### config.mk
export PLATFORM = sky130hd
export DESIGN_NAME = uart_receiver
export DESIGN_NICKNAME = d
export VERILOG_FILES = /design/src/rtl/uart_receiver.sv
export SDC_FILE = /design/constraint.sdc
export NUM_CORES = 1
export LEC_CHECK = 0
export CAP_MARGIN = 20
export CELL_PAD_IN_SITES_DETAIL_PLACEMENT = 2
export CELL_PAD_IN_SITES_GLOBAL_PLACEMENT = 2
export CORE_ASPECT_RATIO = 1.1
export CORE_MARGIN = 2
export CORE_UTILIZATION = 30
export CTS_BUF_LIST = sky130_fd_sc_hd__clkbuf_4 sky130_fd_sc_hd__clkbuf_8
export CTS_CLUSTER_SIZE = 12
export DETAILED_ROUTE_END_ITERATION = 7
export PLACE_DENSITY = 0.71
export REMOVE_ABC_BUFFERS = 1
export SLEW_MARGIN = 10
export SYNTH_ARGS = -nofsm -noshare
export SYNTH_HDL_FRONTEND = slang
export SYNTH_SLANG_ARGS = --single-unit
### constraint.sdc
create_clock -name clk -period 1.9 [get_ports clk]
set_input_delay 0.285 -clock clk [delete_from_list [all_inputs] [get_ports clk]]
set_output_delay 0.285 -clock clk [all_outputs]
set_load 0.1 [all_outputs]
### src/rtl/uart_receiver.sv
// Receive end of the 7-bit UART link: 1 start, 7 data (LSB first), even parity, 1 stop.
// Bits are sampled at mid-bit; each frame is presented as a one-cycle rx_valid pulse with error flags.
module uart_receiver #(
   parameter int unsigned CLK_PERIOD = 50,
   parameter int unsigned BIT_TIME   = 104167
) (
   input  logic       clk,
   input  logic       rst_n,
   input  logic       in_serial_bit,
   output logic [6:0] rx_data,
   output logic       rx_valid,
   output logic       parity_err,
   output logic       frame_err,
   output logic       busy
);

   localparam int unsigned CLKS_PER_BIT = BIT_TIME / CLK_PERIOD;
   localparam int unsigned HALF_BIT     = CLKS_PER_BIT / 2;
   localparam int unsigned CNT_W        = (CLKS_PER_BIT > 1) ? $clog2(CLKS_PER_BIT) : 1;

   localparam logic [CNT_W-1:0] BIT_LAST  = CNT_W'(CLKS_PER_BIT - 1);
   localparam logic [CNT_W-1:0] HALF_LAST = CNT_W'(HALF_BIT - 1);

   localparam logic [2:0] IDLE      = 3'd0;
   localparam logic [2:0] START     = 3'd1;
   localparam logic [2:0] DATA      = 3'd2;
   localparam logic [2:0] PARITY    = 3'd3;
   localparam logic [2:0] STOP      = 3'd4;
   localparam logic [2:0] WAIT_HIGH = 3'd5;

   logic             sync1_q;
   logic             rxS_q;
   logic [2:0]       state_q,     state_d;
   logic [CNT_W-1:0] clkCnt_q,    clkCnt_d;
   logic [2:0]       bitIdx_q,    bitIdx_d;
   logic [6:0]       shift_q,     shift_d;
   logic             parBit_q,    parBit_d;
   logic [6:0]       rxData_q,    rxData_d;
   logic             rxValid_q,   rxValid_d;
   logic             parityErr_q, parityErr_d;
   logic             frameErr_q,  frameErr_d;
   logic             busy_q,      busy_d;

   always_comb begin
      state_d     = state_q;
      clkCnt_d    = clkCnt_q;
      bitIdx_d    = bitIdx_q;
      shift_d     = shift_q;
      parBit_d    = parBit_q;
      rxData_d    = rxData_q;
      rxValid_d   = 1'b0;
      parityErr_d = parityErr_q;
      frameErr_d  = frameErr_q;

      case (state_q)
         IDLE: begin
            if (!rxS_q) begin
               state_d  = START;
               clkCnt_d = '0;
            end
         end
         // A start bit must still be low at its midpoint, otherwise it was a glitch.
         START: begin
            if (clkCnt_q == HALF_LAST) begin
               clkCnt_d = '0;
               if (!rxS_q) begin
                  state_d  = DATA;
                  bitIdx_d = '0;
               end else begin
                  state_d = IDLE;
               end
            end else begin
               clkCnt_d = clkCnt_q + 1'b1;
            end
         end
         DATA: begin
            if (clkCnt_q == BIT_LAST) begin
               clkCnt_d          = '0;
               shift_d[bitIdx_q] = rxS_q;
               if (bitIdx_q == 3'd6) begin
                  state_d = PARITY;
               end else begin
                  bitIdx_d = bitIdx_q + 3'd1;
               end
            end else begin
               clkCnt_d = clkCnt_q + 1'b1;
            end
         end
         PARITY: begin
            if (clkCnt_q == BIT_LAST) begin
               clkCnt_d = '0;
               parBit_d = rxS_q;
               state_d  = STOP;
            end else begin
               clkCnt_d = clkCnt_q + 1'b1;
            end
         end
         // Results are registered here so they appear together with rx_valid.
         STOP: begin
            if (clkCnt_q == BIT_LAST) begin
               clkCnt_d    = '0;
               rxValid_d   = 1'b1;
               rxData_d    = shift_q;
               parityErr_d = (^shift_q) ^ parBit_q;
               frameErr_d  = ~rxS_q;
               state_d     = rxS_q ? IDLE : WAIT_HIGH;
            end else begin
               clkCnt_d = clkCnt_q + 1'b1;
            end
         end
         WAIT_HIGH: begin
            if (rxS_q) begin
               state_d = IDLE;
            end
         end
         default: begin
            state_d = IDLE;
         end
      endcase

      busy_d = (state_d != IDLE);
   end

   always_ff @(posedge clk) begin
      if (!rst_n) begin
         sync1_q     <= 1'b1;
         rxS_q       <= 1'b1;
         state_q     <= IDLE;
         clkCnt_q    <= '0;
         bitIdx_q    <= '0;
         shift_q     <= '0;
         parBit_q    <= 1'b0;
         rxData_q    <= '0;
         rxValid_q   <= 1'b0;
         parityErr_q <= 1'b0;
         frameErr_q  <= 1'b0;
         busy_q      <= 1'b0;
      end else begin
         sync1_q     <= in_serial_bit;
         rxS_q       <= sync1_q;
         state_q     <= state_d;
         clkCnt_q    <= clkCnt_d;
         bitIdx_q    <= bitIdx_d;
         shift_q     <= shift_d;
         parBit_q    <= parBit_d;
         rxData_q    <= rxData_d;
         rxValid_q   <= rxValid_d;
         parityErr_q <= parityErr_d;
         frameErr_q  <= frameErr_d;
         busy_q      <= busy_d;
      end
   end

   assign rx_data    = rxData_q;
   assign rx_valid   = rxValid_q;
   assign parity_err = parityErr_q;
   assign frame_err  = frameErr_q;
   assign busy       = busy_q;

endmodule

==> metrics, run 1 <==
Compound-Gate Fraction of Synth Area=0.1367; Req. time, crit path=around 2.1 ns; antenna fix cells=0; Netlist cell types=between 40 and 50; max frequency=between 500 and 600 MHz; CTS tree=done; antenna viol nets, final=0; VDD IR-drop max=~0.33 mV; Die Y=between 80 and 90 um; clock-pin slew on the worst setup and hold paths=about 0.080 ns; buffers added on ports=13; Clock Path Buffers=2; asr flop ratio synth=0; fin util=0.4039; Max-Cap Viols=0; status=complete, but fails checks; Area growth syn-to-layout=32.34%; Synth Cell Area=slightly below 2000 um2; initial antenna violation count=0; Design Area, Final=approximately 2600 um2; Die W=81.40 um; CP max FO=3; Post-CTS Hold Buffers=0; Tot GR Track Use=0.1611; Adder-Cell Fraction of Synth Area=0.03165; met2 wire len=roughly 2800 um; Initial Util=0.3052; Leak=just over 1 nW; smallest hold slack=between 0.4 and 0.5 ns; vias in the first global route=around 1800; Commonest cells post-synth=dfxtp_1, nand2_1, nor2_1; Critical Setup Path Class=reg2reg; Remaining DRCs=0; PwrDens=approximately 620 nW/um2; actual slew at the worst max-slew pin=roughly 0.43 ns; slowest cell on the critical path=or3_4; share of Yosys cell area claimed by the top area cell type=0.3949; Slew Limit Headroom=0.7119; DP Area=~2400 um2; pre-CTS setup slack=-0.06099 ns; final setup fails=3; Clock Latency Late Sink=about 0.3 ns; post-DP HPWL=between 4000 and 5000 um; DR iter-0 viols=51; Period minus WS final=slightly below 2 ns; Post-Synth Simple-Gate Area=0.2696; first-pass GRT wire length=8866 um; Avg Vias per Cell=5.020; gp weighted congestion=slightly below 0.8; drt first pass iters=4; Top Ports=14; TritonCTS Sinks=39; layout cell share with drive strength beyond 1=0.2884; routed via count=approximately 1800; final worst-path cycle share=1.015; synthesized instance count=approximately 220; post-synthesis sequential area ratio=0.3949; biggest area consumer among synthesized cells=dfxtp_1; # fillers=approximately 750; failing checks=setup timing; clk_skew=between 0.007 and 0.008 ns; Non-Filler Instances=roughly 350; CP arrival=around 2.2 ns; row count=31; dpl cells=337; Main synth FF type=dfxtp_1; Final #Nets=between 200 and 300; top layer in use=met4; Root Driver=clkbuf_8; global route overflow=0; flops & latches, synth=39; met1 WL=around 2600 um; largest net degree at the start of global routing=17; Avg Cell Area, Syn=between 8 and 9 um2; most frequent cell after synthesis=dfxtp_1; crit path cell chain=inv_2, ha_1, nand4b_1, or3_4, a311o_1, mux2_4, nor2_2; Met3 Routed Length=103 um; Hold Path Class=reg2reg; Yosys Warn Count=0; final wirelength=around 5600 um; routed length per placed instance=about 16 um; Slew Viols, Final=0; H-tree depth=2; RSZ-0062 raised after global routing=true; die area=7256 um2; XOR/XNOR Fraction of Synth Area=0.06203; combinational family with the most area after synthesis=simple AND/OR/NAND/NOR gates; CP peak stage delay=approximately 0.45 ns; CTS Buf Count=5; Critical Path Source Type=flop; CORE AREA=between 6000 and 7000 um2; Critical Path Sink Type=flop; EDFF count, synth=0; final hold vios=0; Synth area leaders=dfxtp_1, mux2i_1, xnor2_1; Setup WS post-layout=-0.02943 ns; mux cell area share after synthesis=0.06835
area by class of cell:
type | count | area [um2] | area share
multi-input combinational | 166 | 1229 | 0.4696
sequential | 39 | 784.5 | 0.2999
timing repair buffer | 45 | 354.1 | 0.1353
tap | 82 | 102.6 | 0.03922
clock buffer | 5 | 68.82 | 0.02630
clock inverter | 3 | 43.79 | 0.01674
inverter | 9 | 33.78 | 0.01291
critical path, delay by kind of cell (launching register included):
kind,cells,cell delay (ns)
adder cells (fa/ha/maj),1,0.15
AO/OA/AOI/OAI,1,0.34
flip-flops,1,0.33
AND/OR/NAND/NOR,3,0.71
multiplexers,1,0.27
buffers and inverters,1,0.08
kinds of logic (layout without fill, tap and decap cells):
kind of cell,Yosys count,count (layout)
AOI/OAI and AO/OA,37,37
xor gates and xnor gates,14,14
adders and majority gates,5,5
buffers and inverters,19,62
DFF,39,39
muxes,13,13
and+or+nand+nor,97,97
power breakdown:
group | internal, mW | switching, mW
clock network | 0.391 | 0.318
logic | 0.0384 | 0.0562
registers | 0.822 | 0.00266
total | 1.25 | 0.377
flip-flops by register name, summed over array words and instances (netlist names):
| name | count |
|---|---|
| rx_valid | 1 |
| parity_err | 1 |
| clkCnt_q | 12 |
| busy | 1 |
| sync1_q | 1 |
| rx_data | 7 |
| state_q | 3 |
| rxS_q | 1 |
| frame_err | 1 |
| parBit_q | 1 |
| bitIdx_q | 3 |
| shift_q | 7 |
metal layers:
| layer | up-vias | global-route usage |
|---|---|---|
| met5 | - | 0 |
| met4 | 0 | 0.06934 |
| met3 | 8 | 0.02525 |
| met2 | 20 | 0.2750 |
| met1 | 852 | 0.2005 |
| li1 | 872 | - |
through the flow:
stage	total power, mW	setup TNS (ns)
after floorplan	0.8855	-1.352
after global placement	0.9306	-0.03905
after detailed placement	0.9319	-0.3848
after CTS	1.652	-0.1206
after global routing	1.685	-1.706
final	1.629	-0.04751
what timing repair did:
item	CTS	global route
buffers inserted	2	2
gates resized for setup	9	23
setup endpoints to repair	25	28
hold endpoints to repair	0	0
pin swaps	2	9
final timing paths:
check / startpoint / end / slack, ns / cells past startpoint
setup / recovery: clkCnt_q[0] / bitIdx_q[0] / -0.03 / 7
setup reg to reg: clkCnt_q[0] / bitIdx_q[0] / -0.03 / 7
hold reg to reg: sync1_q / rxS_q / 0.47 / 1
hold / removal: sync1_q / rxS_q / 0.47 / 1
placed cells by master (no fill, tap or decap), drive strengths merged, types with 2 or more instances in the layout:
cell / instances
buf: 43
o211a: 3
nor3b: 2
a22oi: 3
o41ai: 3
a21boi: 5
inv: 9
ha: 5
and3: 2
a31oi: 4
clkinv: 2
dfxtp: 39
a21oi: 4
clkbuf: 5
and2: 2
or4b: 2
nand3: 8
or3: 5
nor2: 21
mux2i: 12
clkdlybuf4s50: 2
o311ai: 3
nor3: 2
nor2b: 11
xnor2: 13
nand2: 24
o21ai: 4
nand2b: 4
nand4: 6
Power figures use the tool's default switching activity.
==> run 2: changes to the inputs <==
--- a/config.mk
+++ b/config.mk
@@ -6,15 +6,15 @@
 export NUM_CORES = 1
 export LEC_CHECK = 0
 export CAP_MARGIN = 20
-export CELL_PAD_IN_SITES_DETAIL_PLACEMENT = 2
-export CELL_PAD_IN_SITES_GLOBAL_PLACEMENT = 2
+export CELL_PAD_IN_SITES_DETAIL_PLACEMENT = 1
+export CELL_PAD_IN_SITES_GLOBAL_PLACEMENT = 1
 export CORE_ASPECT_RATIO = 1.1
 export CORE_MARGIN = 2
-export CORE_UTILIZATION = 30
+export CORE_UTILIZATION = 42
 export CTS_BUF_LIST = sky130_fd_sc_hd__clkbuf_4 sky130_fd_sc_hd__clkbuf_8
 export CTS_CLUSTER_SIZE = 12
 export DETAILED_ROUTE_END_ITERATION = 7
-export PLACE_DENSITY = 0.71
+export PLACE_DENSITY = 0.79
 export REMOVE_ABC_BUFFERS = 1
 export SLEW_MARGIN = 10
 export SYNTH_ARGS = -nofsm -noshare
==> run 2 against run 1 <==
  * The run still ends with setup timing left
  * Total power increased by 2.2%
  * Non-clock buffer count fell by 3
  * Clock skew decreased by 0.0011 ns
  * Combinational power increased by 7%
  * Worst hold slack better by 0.041 ns
  * Fmax shrank 6.4%
  * Register-to-register slack worse by 0.13 ns
  * Critical path type unchanged
  * Largest power group unchanged
  * Highest routed layer unchanged
==> metrics, run 2 (same netlist as run 1, synthesis figures left out) <==
status=complete, but fails checks; failing checks=setup timing; Tot GR Track Use=0.2074; commonest non-fill, non-tap cell in the layout=dfxtp_1; most frequent cells in the layout=dfxtp_1, buf_4, nand2_1, nor2_1; crit path cell chain=inv_4, ha_4, nand4b_1, or3_4, a211oi_1, buf_4, o22ai_1, and2_1; Max-Cap Viols=0; antenna viol nets, final=0; first-pass GRT wire length=a little under 9000 um; actual slew at the worst max-slew pin=0.4842 ns; Initial Util=0.4310; Hold Path Class=reg2reg; H-tree depth=2; max FFs per register=12; Power Total=between 1.5 and 2 mW; drt first pass iters=4; row count=26; Post-CTS Hold Buffers=0; PwrDens=638.4 nW/um2; Die Y=~76 um; gp weighted congestion=0.7957; CTS Buf Count=5; Critical Setup Path Class=reg2reg; CP delay by family, top=simple AND/OR/NAND/NOR gates; Multi-input gate area=around 1300 um2; hold_sp=shift_q[5]; CP peak stage delay=roughly 0.43 ns; initial antenna violation count=0; largest reg by FF count=clkCnt_q; Buf/Inv on CP=2; Slew Viols, Final=0; # fillers=about 520; clock-pin slew on the worst setup and hold paths=~0.08 ns; Critical Path Source Type=flop; buffers added on ports=13; Die W=about 69 um; Slew Limit Headroom=0.6765; post-DP HPWL=roughly 3700 um; VDD IR-drop max=approximately 0.42 mV; DR iter-0 viols=between 60 and 70; Crit path depth=8; CP max FO=3; RSZ-0062 raised after global routing=true; Clock Path Buffers=2; clk_skew=roughly 0.0067 ns; Avg Vias per Cell=between 5 and 6; routed via count=roughly 1800; Clock Latency Late Sink=roughly 0.30 ns; Period minus WS final=about 2 ns; register area=about 790 um2; smallest hold slack=roughly 0.51 ns; vias in the first global route=1835; antenna fix cells=0; R2R depth=8; slowest cell on the critical path=or3_4; Critical Path Sink Type=flop; CTS tree=done; layout cell share with drive strength beyond 1=0.3030; Req. time, crit path=~2.1 ns; R2R setup slack=-0.16 ns; Leak=between 0.9 and 1 nW; Critical R2R Launch=clkCnt_q[1]; final worst-path cycle share=1.085; CORE AREA=roughly 4600 um2; FF-to-FF End=bitIdx_q[1]; Final #Nets=roughly 270; die area=5272 um2; Root Driver=clkbuf_8; Top Ports=14; Area growth syn-to-layout=31.90%; Non-Filler Instances=between 300 and 400; dpl cells=310; largest net degree at the start of global routing=17; CP arrival=approximately 2.3 ns; TritonCTS Sinks=39; Hold Path Depth=2; final wirelength=5983 um; global route overflow=0; Setup WS post-layout=-0.1608 ns; routed length per placed instance=18.70 um; hold worst-path end=shift_q[5]; final setup fails=13; max frequency=485.3 MHz; Remaining DRCs=0; final hold vios=0; fin util=0.5685
[run 2: power by group]
| group | leakage [nW] | switching [mW] | internal, mW |
|---|---|---|---|
| Combinational | 0.620 | 0.0615 | 0.0397 |
| Clock | 0.0612 | 0.314 | 0.425 |
| Sequential | 0.316 | 0.00355 | 0.821 |
| Total | 0.997 | 0.379 | 1.29 |
[run 2: worst max path at each step]
stage,startpoint,to,slack (ns)
floorplan,clkCnt_q[0],rx_data[3],-0.14
global placement,rxS_q,bitIdx_q[0],-0.009
detailed placement,clkCnt_q[0],shift_q[0],-0.17
CTS,rxS_q,bitIdx_q[0],-0.05
global route,clkCnt_q[1],bitIdx_q[2],-0.22
finish,clkCnt_q[1],bitIdx_q[1],-0.16
[run 2: area by class of cell]
| type | count | share of cell area |
|---|---|---|
| Timing Repair Buffer | 42 | 0.1300 |
| Clock buffer | 6 | 0.03167 |
| Inverter | 9 | 0.01488 |
| Sequential cell | 39 | 0.3018 |
| Tap cell | 56 | 0.02687 |
| Multi-Input combinational cell | 166 | 0.4813 |
| Clock inverter | 2 | 0.01344 |
[run 2: worst min-delay path, stage by stage (launching register included)]
cell and delay (ns):
dfxtp_1 0.33, nand2_1 0.07, mux2i_1 0.06
[run 2: stage by stage]
stage	TNS (ns)	setup slack, ns	cell area (um2)
6_report	-0.9861	-0.1608	2608
5_1_grt	-1.920	-0.2152	2608
4_1_cts	-0.2773	-0.04945	2446
3_5_place_dp	-1.228	-0.1657	2313
3_3_place_gp	-0.03678	-0.008801	2313
2_1_floorplan	-1.352	-0.1439	1938
[run 2: routing by layer]
metal,up-vias,GRT usage,part of all wire
met3,15,0.02793,0.024
met2,29,0.3577,0.50
met4,0,0.08039,0.024
li1,867,-,-
met5,-,0,0
met1,887,0.2608,0.45
[run 2: what timing repair did]
action | in CTS | in global routing
resized for setup | 7 | 37
pin swaps | 1 | 15
setup endpoints to repair | 26 | 27
buffers inserted | 0 | 2
==> run 3: changes to the inputs <==
--- a/config.mk
+++ b/config.mk
@@ -5,12 +5,13 @@
 export SDC_FILE = /design/constraint.sdc
 export NUM_CORES = 1
 export LEC_CHECK = 0
-export CAP_MARGIN = 20
+export ABC_AREA = 1
+export CAP_MARGIN = 25
 export CELL_PAD_IN_SITES_DETAIL_PLACEMENT = 1
 export CELL_PAD_IN_SITES_GLOBAL_PLACEMENT = 1
 export CORE_ASPECT_RATIO = 1.1
 export CORE_MARGIN = 2
-export CORE_UTILIZATION = 42
+export CORE_UTILIZATION = 40
 export CTS_BUF_LIST = sky130_fd_sc_hd__clkbuf_4 sky130_fd_sc_hd__clkbuf_8
 export CTS_CLUSTER_SIZE = 12
 export DETAILED_ROUTE_END_ITERATION = 7
==> run 3 against run 2 <==
  * The flow now finishes without violations
  * Sequential power about the same
  * Clock-buffer cell count down 1
  * Synthesized cell count increased by 42%
  * Via count rose by 15%
  * Register-to-register slack better by 0.41 ns
  * Critical path type unchanged
  * Largest power group unchanged
==> metrics, run 3 <==
clock-pin slew on the worst setup and hold paths=0.08 ns; Period minus WS final=approximately 1.7 ns; max frequency=between 600 and 700 MHz; TritonCTS Sinks=39; register area=slightly below 800 um2; CTS Buf Count=5; CP peak stage delay=0.34 ns; hold worst-path end=rxS_q; synthesized instance count=317; FF-to-FF End=clkCnt_q[11]; layout cell share with drive strength beyond 1=0.1905; Remaining DRCs=0; DR iter-0 viols=48; Die W=about 75 um; Setup TNS=0 ns; Leak=between 1 and 1.5 nW; smallest hold slack=0.4185 ns; Critical R2R Launch=clkCnt_q[0]; Clock Path Buffers=2; PwrDens=~630 nW/um2; R2R setup slack=approximately 0.24 ns; routed length per placed instance=13.76 um; CP delay by family, top=simple AND/OR/NAND/NOR gates; CP max FO=5; EDFF count, synth=0; buffer count from post-CTS setup fixing=0; Synth Cell Area=about 2200 um2; most frequent cell after synthesis=nand2_1; drt first pass iters=4; Buf/Inv on CP=1; antenna viol nets, final=0; Post-CTS Hold Buffers=0; most frequent cells in the layout=nand2_1, nor2_1, dfxtp_1, inv_1, nand3_1; Yosys Warn Count=0; largest net degree at the start of global routing=15; Final #Nets=about 340; crit path cell chain=inv_1, ha_1, nand3_2, nor2_4, nand2_4, nand2_4, nand3_2, nand2_2, a21oi_1; Critical Setup Path Class=reg2reg; row count=28; Area growth syn-to-layout=13.39%; antenna fix cells=0; Synth area leaders=dfxtp_1, nand2_1, nor2_1; share of Yosys cell area claimed by the top area cell type=0.3496; Initial Util=0.4140; Main synth FF type=dfxtp_1; final wirelength=5657 um; Multi-input gate area=1251 um2; routed via count=2066; Gates resized, CTS repair=0; XOR/XNOR Fraction of Synth Area=0.04706; post-synthesis sequential area ratio=0.3496; Root Driver=clkbuf_8; Hold Path Class=reg2reg; combinational family with the most area after synthesis=simple AND/OR/NAND/NOR gates; die area=slightly above 6000 um2; Max-Cap Viols=0; Commonest cells post-synth=nand2_1, dfxtp_1, nor2_1; first-pass GRT wire length=9459 um; Non-Filler Instances=411; Slew Viols, Final=0; final hold vios=0; CORE AREA=about 5400 um2; post-DP HPWL=4343 um; H-tree depth=2; Clock Latency Late Sink=between 0.2 and 0.3 ns; vias in the first global route=roughly 2000; final worst-path cycle share=0.8713; largest reg by FF count=clkCnt_q; # fillers=727; global route overflow=0; mux cell area share after synthesis=0; hold_sp=sync1_q; Crit path depth=9; asr flop ratio synth=0; max FFs per register=12; actual slew at the worst max-slew pin=between 0.3 and 0.4 ns; RSZ-0062 raised after global routing=false; CP arrival=around 1.9 ns; flops & latches, synth=39; Top Ports=14; Netlist cell types=29; Req. time, crit path=roughly 2.1 ns; slowest cell on the critical path=dfxtp_1; buffers added on ports=13; commonest non-fill, non-tap cell in the layout=nand2_1; Critical Path Sink Type=flop; Hold Path Depth=1; Tot GR Track Use=0.2003; VDD IR-drop max=between 0.3 and 0.4 mV; Die Y=~80 um; initial antenna violation count=0; clk_skew=approximately 0.0065 ns; Avg Cell Area, Syn=7.045 um2; biggest area consumer among synthesized cells=dfxtp_1; Post-Synth Simple-Gate Area=0.4034; gp weighted congestion=slightly above 0.8; dpl cells=403; Avg Vias per Cell=just over 5; Compound-Gate Fraction of Synth Area=0.08179; CTS tree=done; final setup fails=0; status=complete, no violations; Slew Limit Headroom=0.7442; R2R depth=9; Critical Path Source Type=flop; Adder-Cell Fraction of Synth Area=0.02801
run 3: cell types whose count changed in the layout (fill, tap and decap cells not counted), sizes merged, moves of 12 or more:
cell and delta:
mux2i -12, inv +30, nand2 +51, buf -23, nor2 +31, nand3 +24
run 3: stage by stage:
step                power (mW)  instance area (um2)  setup WS (ns)    util
floorplan               0.8937                 2178         0.5072       -
global placement        0.9287                 2420         0.4076  0.4485
detailed placement      0.9312                 2420         0.3532  0.4485
CTS                      1.627                 2532         0.2240  0.4694
global route             1.659                 2532        0.06503  0.4694
finish                   1.608                 2532         0.2446  0.4694
run 3: how the worst max path moves through the flow:
stage	startpoint	endpoint
final	clkCnt_q[0]	clkCnt_q[11]
after global routing	clkCnt_q[0]	clkCnt_q[8]
after CTS	clkCnt_q[0]	clkCnt_q[8]
after detailed placement	clkCnt_q[0]	rx_data[6]
after global placement	clkCnt_q[0]	rx_data[4]
after floorplan	clkCnt_q[0]	busy
run 3: per-layer routing:
layer | vias to the layer above | routed length [um] | GRT usage
li1 | 1052 | - | -
met1 | 979 | 2679 | 0.2498
met2 | 22 | 2742 | 0.3465
met3 | 13 | 86 | 0.02549
met4 | 0 | 150 | 0.08070
met5 | - | 0 | 0
run 3: kinds of logic after synthesis:
| kind of cell | count (synthesis) |
|---|---|
| compound gates | 34 |
| buf+inv | 47 |
| fa+ha+maj | 5 |
| xor+xnor | 12 |
| simple gates | 180 |
| flops | 39 |
run 3: where the power goes:
part / internal (mW) / leakage [nW] / switching [mW] / total [mW]
Sequential: 0.822 / 0.315 / 0.00575 / 0.828
Clock: 0.391 / 0.0581 / 0.305 / 0.696
Combinational: 0.0257 / 0.773 / 0.0577 / 0.0834
run 3: area by class of cell:
| type | count | area share |
|---|---|---|
| Inverter | 39 | 0.05781 |
| Timing Repair Buffer | 19 | 0.05830 |
| Clock inverter | 3 | 0.01729 |
| Multi-Input combinational cell | 231 | 0.4941 |
| Clock buffer | 5 | 0.02717 |
| Sequential cell | 39 | 0.3083 |
| Tap cell | 75 | 0.03706 |
